File: config.mk
export PLATFORM = sky130hd
export DESIGN_NAME = dmem_bridge
export DESIGN_NICKNAME = d
export VERILOG_FILES = /design/src/rtl/mem_pkg.sv /design/src/rtl/load_extender.sv /design/src/rtl/dmem_bridge.sv
export SDC_FILE = /design/constraint.sdc
export NUM_CORES = 1
export LEC_CHECK = 0
export ABC_AREA = 1
export CAP_MARGIN = 10
export CORE_UTILIZATION = 42
export CTS_BUF_LIST = sky130_fd_sc_hd__clkbuf_8
export CTS_CLUSTER_SIZE = 14
export DETAILED_ROUTE_END_ITERATION = 16
export GPL_TIMING_DRIVEN = 0
export HOLD_SLACK_MARGIN = 0.03
export PLACE_DENSITY = 0.87
export SYNTH_ARGS = -nofsm -noshare
export SYNTH_HDL_FRONTEND = slang
export SYNTH_SLANG_ARGS = --single-unit
export TNS_END_PERCENT = 100
File: constraint.sdc
create_clock -name clk -period 1.33 [get_ports clk]
set_input_delay 0.133 -clock clk [delete_from_list [all_inputs] [get_ports clk]]
set_output_delay 0.133 -clock clk [all_outputs]
set_load 0.005 [all_outputs]
File: src/rtl/mem_pkg.sv
// Shared types and funct3 encodings for the M-stage data-memory bridge.
package mem_pkg;

    typedef enum logic [1:0] {IDLE, REQ, DONE} dmem_state_t;

    localparam logic [2:0] F3_B  = 3'b000;
    localparam logic [2:0] F3_H  = 3'b001;
    localparam logic [2:0] F3_W  = 3'b010;
    localparam logic [2:0] F3_BU = 3'b100;
    localparam logic [2:0] F3_HU = 3'b101;

    // Half accesses need an even address, word accesses a 4-byte aligned one.
    function automatic logic f3_aligned(input logic [2:0] funct3, input logic [1:0] off);
        case (funct3[1:0])
            2'b01:   return ~off[0];
            2'b10:   return (off == 2'b00);
            default: return 1'b1;
        endcase
    endfunction

endpackage

File: src/rtl/load_extender.sv
// Picks the addressed byte/half out of a bus word and sign- or zero-extends it.
module load_extender
    import mem_pkg::*;
(
    input  logic [31:0] i_word,
    input  logic [1:0]  i_off,
    input  logic [2:0]  i_funct3,
    output logic [31:0] o_data
);

    logic [7:0]  byte_v;
    logic [15:0] half_v;

    always_comb begin
        case (i_off)
            2'd0:    byte_v = i_word[7:0];
            2'd1:    byte_v = i_word[15:8];
            2'd2:    byte_v = i_word[23:16];
            default: byte_v = i_word[31:24];
        endcase
        half_v = i_off[1] ? i_word[31:16] : i_word[15:0];

        case (i_funct3)
            F3_B:    o_data = {{24{byte_v[7]}}, byte_v};
            F3_H:    o_data = {{16{half_v[15]}}, half_v};
            F3_BU:   o_data = {24'b0, byte_v};
            F3_HU:   o_data = {16'b0, half_v};
            default: o_data = i_word;
        endcase
    end

endmodule

File: src/rtl/dmem_bridge.sv
// Bridges M-stage loads/stores onto a req/ack data-memory bus, stalling the
// pipeline until the transfer completes, errors or times out.
module dmem_bridge
    import mem_pkg::*;
#(
    parameter int unsigned TIMEOUT = 255
) (
    input  logic        clk,
    input  logic        rst,
    input  logic [31:0] i_addr,
    input  logic [31:0] i_wdata,
    input  logic        i_we,
    input  logic        i_re,
    input  logic [2:0]  i_funct3,
    output logic [31:0] o_rdata,
    output logic        o_stall,
    output logic        o_misalign,
    output logic        o_err,
    output logic        o_bus_req,
    output logic        o_bus_we,
    output logic [31:0] o_bus_addr,
    output logic [31:0] o_bus_wdata,
    output logic [3:0]  o_bus_be,
    input  logic        i_bus_ack,
    input  logic [31:0] i_bus_rdata,
    input  logic        i_bus_err
);

    localparam int unsigned CLOG_W = $clog2(TIMEOUT + 1);
    localparam int unsigned CNT_W  = (CLOG_W > 8) ? CLOG_W : 8;
    localparam logic [CNT_W-1:0] TO_VAL = CNT_W'(TIMEOUT);

    dmem_state_t      state_q, state_d;
    logic [31:0]      addr_q, addr_d;
    logic [1:0]       off_q, off_d;
    logic             we_q, we_d;
    logic [2:0]       f3_q, f3_d;
    logic [31:0]      wdata_q, wdata_d;
    logic [3:0]       be_q, be_d;
    logic [31:0]      rdata_q, rdata_d;
    logic             err_q, err_d;
    logic [CNT_W-1:0] cnt_q, cnt_d;

    logic        access, aligned, start;
    logic [3:0]  lane_be;
    logic [31:0] lane_wdata;
    logic [31:0] ext_data;

    assign access  = i_re | i_we;
    assign aligned = f3_aligned(i_funct3, i_addr[1:0]);
    assign start   = access & aligned;

    // Stores drive only the addressed lanes; data is replicated so every lane carries it.
    always_comb begin
        lane_be    = 4'b1111;
        lane_wdata = i_wdata;
        if (i_we) begin
            case (i_funct3[1:0])
                2'b00: begin
                    lane_be    = 4'b0001 << i_addr[1:0];
                    lane_wdata = {4{i_wdata[7:0]}};
                end
                2'b01: begin
                    lane_be    = 4'b0011 << i_addr[1:0];
                    lane_wdata = {2{i_wdata[15:0]}};
                end
                default: ;
            endcase
        end
    end

    always_ff @(posedge clk or negedge rst) begin
        if (!rst) begin
            state_q <= IDLE;
            addr_q  <= '0;
            off_q   <= '0;
            we_q    <= 1'b0;
            f3_q    <= '0;
            wdata_q <= '0;
            be_q    <= '0;
            rdata_q <= '0;
            err_q   <= 1'b0;
            cnt_q   <= '0;
        end else begin
            state_q <= state_d;
            addr_q  <= addr_d;
            off_q   <= off_d;
            we_q    <= we_d;
            f3_q    <= f3_d;
            wdata_q <= wdata_d;
            be_q    <= be_d;
            rdata_q <= rdata_d;
            err_q   <= err_d;
            cnt_q   <= cnt_d;
        end
    end

    always_comb begin
        state_d = state_q;
        case (state_q)
            IDLE:    if (start) state_d = REQ;
            REQ:     if (i_bus_ack || (cnt_q == TO_VAL)) state_d = DONE;
            DONE:    state_d = IDLE;
            default: state_d = IDLE;
        endcase
    end

    // Ack wins over timeout when both land in the same REQ cycle.
    always_comb begin
        addr_d  = addr_q;
        off_d   = off_q;
        we_d    = we_q;
        f3_d    = f3_q;
        wdata_d = wdata_q;
        be_d    = be_q;
        rdata_d = rdata_q;
        err_d   = err_q;
        cnt_d   = cnt_q;
        case (state_q)
            IDLE: begin
                if (start) begin
                    addr_d  = {i_addr[31:2], 2'b00};
                    off_d   = i_addr[1:0];
                    we_d    = i_we;
                    f3_d    = i_funct3;
                    wdata_d = lane_wdata;
                    be_d    = lane_be;
                    rdata_d = '0;
                    err_d   = 1'b0;
                    cnt_d   = '0;
                end
            end
            REQ: begin
                if (i_bus_ack) begin
                    rdata_d = i_bus_rdata;
                    err_d   = i_bus_err;
                end else if (cnt_q == TO_VAL) begin
                    rdata_d = '0;
                    err_d   = 1'b1;
                end else begin
                    cnt_d = cnt_q + CNT_W'(1);
                end
            end
            default: ;
        endcase
    end

    load_extender u_load_extender (
        .i_word   (rdata_q),
        .i_off    (off_q),
        .i_funct3 (f3_q),
        .o_data   (ext_data)
    );

    always_comb begin
        o_bus_req   = (state_q == REQ);
        o_bus_we    = we_q;
        o_bus_addr  = addr_q;
        o_bus_wdata = wdata_q;
        o_bus_be    = be_q;
        o_stall     = rst & (((state_q == IDLE) & start) | (state_q == REQ));
        o_misalign  = rst & (state_q == IDLE) & access & ~aligned;
        o_err       = (state_q == DONE) & err_q;
        o_rdata     = ((state_q == DONE) & ~we_q & ~err_q) ? ext_data : '0;
    end

endmodule

==> summary.md <==
| Metric | Value |
|---|---|
| Clock root buffer master | sky130_fd_sc_hd__clkbuf_8 |
| Number of inserted diodes | 0 |
| Drt pass-1 iters | 5 |
| Crit-path cells | buf_6, inv_6, buf_6, buf_6, a21oi_4, buf_4, o21ai_1, a31oi_2, buf_2 |
| Clock tree from TritonCTS | yes |
| Total global-route track usage | roughly 33% |
| Count of input and output buffers | 205 |
| Min-delay worst type | primary input to flip-flop |
| Most frequent cells in the layout | sky130_fd_sc_hd__nand2_1 (172), sky130_fd_sc_hd__dfrtp_1 (113), sky130_fd_sc_hd__clkdlybuf4s50_1 (97), sky130_fd_sc_hd__nand2_2 (87), sky130_fd_sc_hd__dlygate4sd2_1 (69) |
| Synth Register Bits | 115 |
| Final routed wirelength across all metal layers | 28700 um |
| Via count of the first global-routing pass | between 7000 and 8000 |
| Post-layout min period | 2.20 ns |
| Routed vias | around 7500 |
| Smallest hold slack | 0.0362 ns |
| Final setup fails | approximately 170 |
| Skew-Pair Late Insertion Delay | 0.47 ns |
| Number of hold violations in the final report | 0 |
| Post-synthesis instance total | 746 |
| Antenna violations before repair | 0 |
| PnR worst setup slack | -0.866 ns |
| Area enclosed by the die boundary | 14300 um2 |
| Yosys warns | 0 |
| Period utilisation layout | 165% |
| Clock input transition at the sequential cells of the worst setup and hold paths | 0.09 ns |
| Mean instance size in the synthesized netlist | 7.80 um2 |
| Adder-cell share of the synthesized area | 0.860% |
| Highest attainable clock frequency | roughly 460 MHz |
| Slew Limit Fails | 0 |
| Final instance area | around 11000 um2 |
| Leakage power | 5.48 nW |
| Number of top-level pins | 210 |
| VDD IR max | 1.50 mV |
| Post-synthesis cell area | between 5000 and 6000 um2 |
| Post-detailed-route via-to-cell ratio | 5.94 |
| Drt drc | 0 |
| Average detailed-routed wire length per instance | 22.8 um |
| Horizontal die dimension | 120 um |
| H-tree levels | 4 |
| Arrival time at the worst endpoint | 2.06 ns |
| Library cell appearing most often on the critical path | sky130_fd_sc_hd__buf_6 |
| Nets@finish | 1177 |
| Congestion Overflow GR | 0 |
| Netlist cell types | 35 |
| Total number of clock tree sinks | roughly 120 |
| Unrepaired setup endpoints after global routing | true |
| Cell with the biggest individual delay on the critical path | sky130_fd_sc_hd__dfrtp_1 |
| DIE HEIGHT | 120 um |
| Maximum fanout count along the critical path | 5 |
| Setup skew after layout | 0.0194 ns |
| Total power density per cell area | around 2200 nW/um2 |
| Highest cell delay on the worst timing path | around 0.36 ns |
| Std cell rows | 42 |
| Parity-gate share of the synthesized area counting xor and xnor cells | 0.753% |
| DP HPWL | between 10000 and 15000 um |
| Number of buffers and inverters on the critical path | 6 |
| Headroom to the max-slew limit | around a third |
| Transition time at the pin with the least slew margin | 1.00 ns |
| Initial core utilization | 43.4% |
| Crit. End Element | output pin |
| Kind of critical path | flip-flop to output pin |
| Maximum number of pins on one net before global-route repair | 49 |
| First-pass GRT wire length | 36000 um |
| Sequential share of the synthesized area | 49.5% |
| Number of DRC markers in iteration 0 | around 820 |
| Maximum root-to-sink buffer count | 2 |
| Final Wtd Congestion | between 0.9 and 1 |
| Share of the synthesized area in compound gates (AO/OA/AOI/OAI) | 7.98% |
| Area share of and/or/nand/nor cells after synthesis | between 30% and 40% |
| Antenna Violating Nets Remaining | 0 |
| Violated checks | negative setup slack |
| Top delay family on crit path | buffers and inverters |
| Maximum capacitance violations | 0 |
| Core area | 13400 um2 |
| Ratio of cells with drive above 1 in the final layout | 42.5% |
| Outcome | finished with violations |
| Placed cell areas | roughly 8200 um2 |
| Most common cell after layout, fill and taps aside | sky130_fd_sc_hd__nand2_1 |
| Synth-to-layout area growth | 86.4% |
| Critical Path Start Type | flip-flop |
| Inserted Clock Buffers | 17 |
| Multiplexer area fraction after synthesis | 0% |
| Dominant combinational cell family by area after synthesis | simple AND/OR/NAND/NOR gates |
| Required time of the critical path | 1.20 ns |
## synth_stat cells, drive strengths merged
| library cell | count | area [um2] |
|---|---|---|
| nand2 | 301 | 1170 |
| dfrtp | 115 | 2880 |
| nand3 | 77 | 405 |
| nor2 | 61 | 332 |
| inv | 50 | 188 |
| o21ai | 46 | 234 |
| a21oi | 31 | 163 |
| buf | 28 | 200 |
| clkbuf | 11 | 41.3 |
| a31oi | 7 | 43.8 |
| ha | 4 | 50.1 |
| xor2 | 4 | 35.0 |
| nor3 | 3 | 26.3 |
| a22o | 1 | 8.76 |
| clkinv | 1 | 3.75 |
| conb | 1 | 3.75 |
| nand4 | 1 | 6.26 |
| nor4 | 1 | 6.26 |
| o211ai | 1 | 7.51 |
| o21bai | 1 | 7.51 |
| xnor2 | 1 | 8.76 |
## kinds of logic after synthesis
family,count (synthesis)
xor+xnor,5
flops,115
other cells,1
buf+inv,90
simple gates,444
compound gates,87
fa+ha+maj,4
## layout make-up
class	count	area [um2]
inverter	51	228
sequential	115	2880
tap	176	220
clock buffer	18	248
buffer	38	429
timing repair buffer	302	3140
timing repair inverter	1	16.3
clock inverter	14	140
multi-input combinational	542	3540
fill	676	2560
## report_power, final
part           internal (mW)  switching, mW  leakage (nW)
registers               5.06           1.51          1.45
logic                   6.45           7.23          3.83
clock network           1.70           1.63         0.197
## state kept, by name, indices dropped and copies added (netlist names)
register / cells
f3_q: 3
err_q: 1
off_q: 2
cnt_q: 8
state_q: 2
o_bus_addr: 30
rdata_q: 32
o_bus_be: 4
o_bus_wdata: 32
o_bus_we: 1
## path summary, 6_finish.rpt
check / from / depth (start not counted) / endpoint / slack, ns
min: i_we / 3 / o_bus_wdata[24]$_DFFE_PN0P_ / 0.04
max: off_q[1]$_DFFE_PN0P_ / 9 / o_rdata[2] / -0.87
max reg2reg: state_q[0]$_DFFE_PN0P_ / 12 / o_bus_wdata[21]$_DFFE_PN0P_ / -0.41
min in group asynchronous: rst / 7 / o_bus_wdata[24]$_DFFE_PN0P_ / 0.06
max in group asynchronous: rst / 6 / rdata_q[15]$_DFFE_PN0P_ / -0.03
min reg2reg: o_bus_addr[16]$_DFFE_PN0P_ / 2 / o_bus_addr[16]$_DFFE_PN0P_ / 0.48
## stage by stage
stage | total power [mW] | utilization, % | setup TNS, ns | worst slack (ns) | instances
floorplan | 10.1 | - | -1.73 | -0.0583 | 747
global placement | 14.0 | 60.6 | -595.23 | -4.78 | 1128
detailed placement | 14.3 | 60.8 | -81.88 | -1.08 | 1129
CTS | 20.0 | 72.2 | -44.44 | -0.669 | 1232
global route | 24.4 | 80.9 | -68.20 | -0.875 | 1257
finish | 23.6 | 80.9 | -59.11 | -0.866 | 1257
## worst register-to-register path: cells and delay by family, from the launching register on
kind,cells,cell delay (ns)
AO/OA/AOI/OAI,1,0.17
buffers and inverters,7,0.82
flip-flops,1,0.40
AND/OR/NAND/NOR,4,0.28
## metal layers
layer	wire length [um]	GRT usage (%)	share of wire (%)	vias up
met4	2320	19.0	8.1	0
li1	-	-	-	3015
met5	0	0	0	-
met1	9250	35.0	32	3587
met2	14000	57.9	49	647
met3	3130	9.84	11	215
## timing repair
item                       in CTS  in global routing
setup endpoints to repair     210                152
resized for setup             421                245
hold buffers                    2                  6
hold endpoints to repair      115                 67
pin swaps                      32                 55
setup buffers                  56                 21
gates cloned                   13                  5
(Power assumes the default switching activity.)
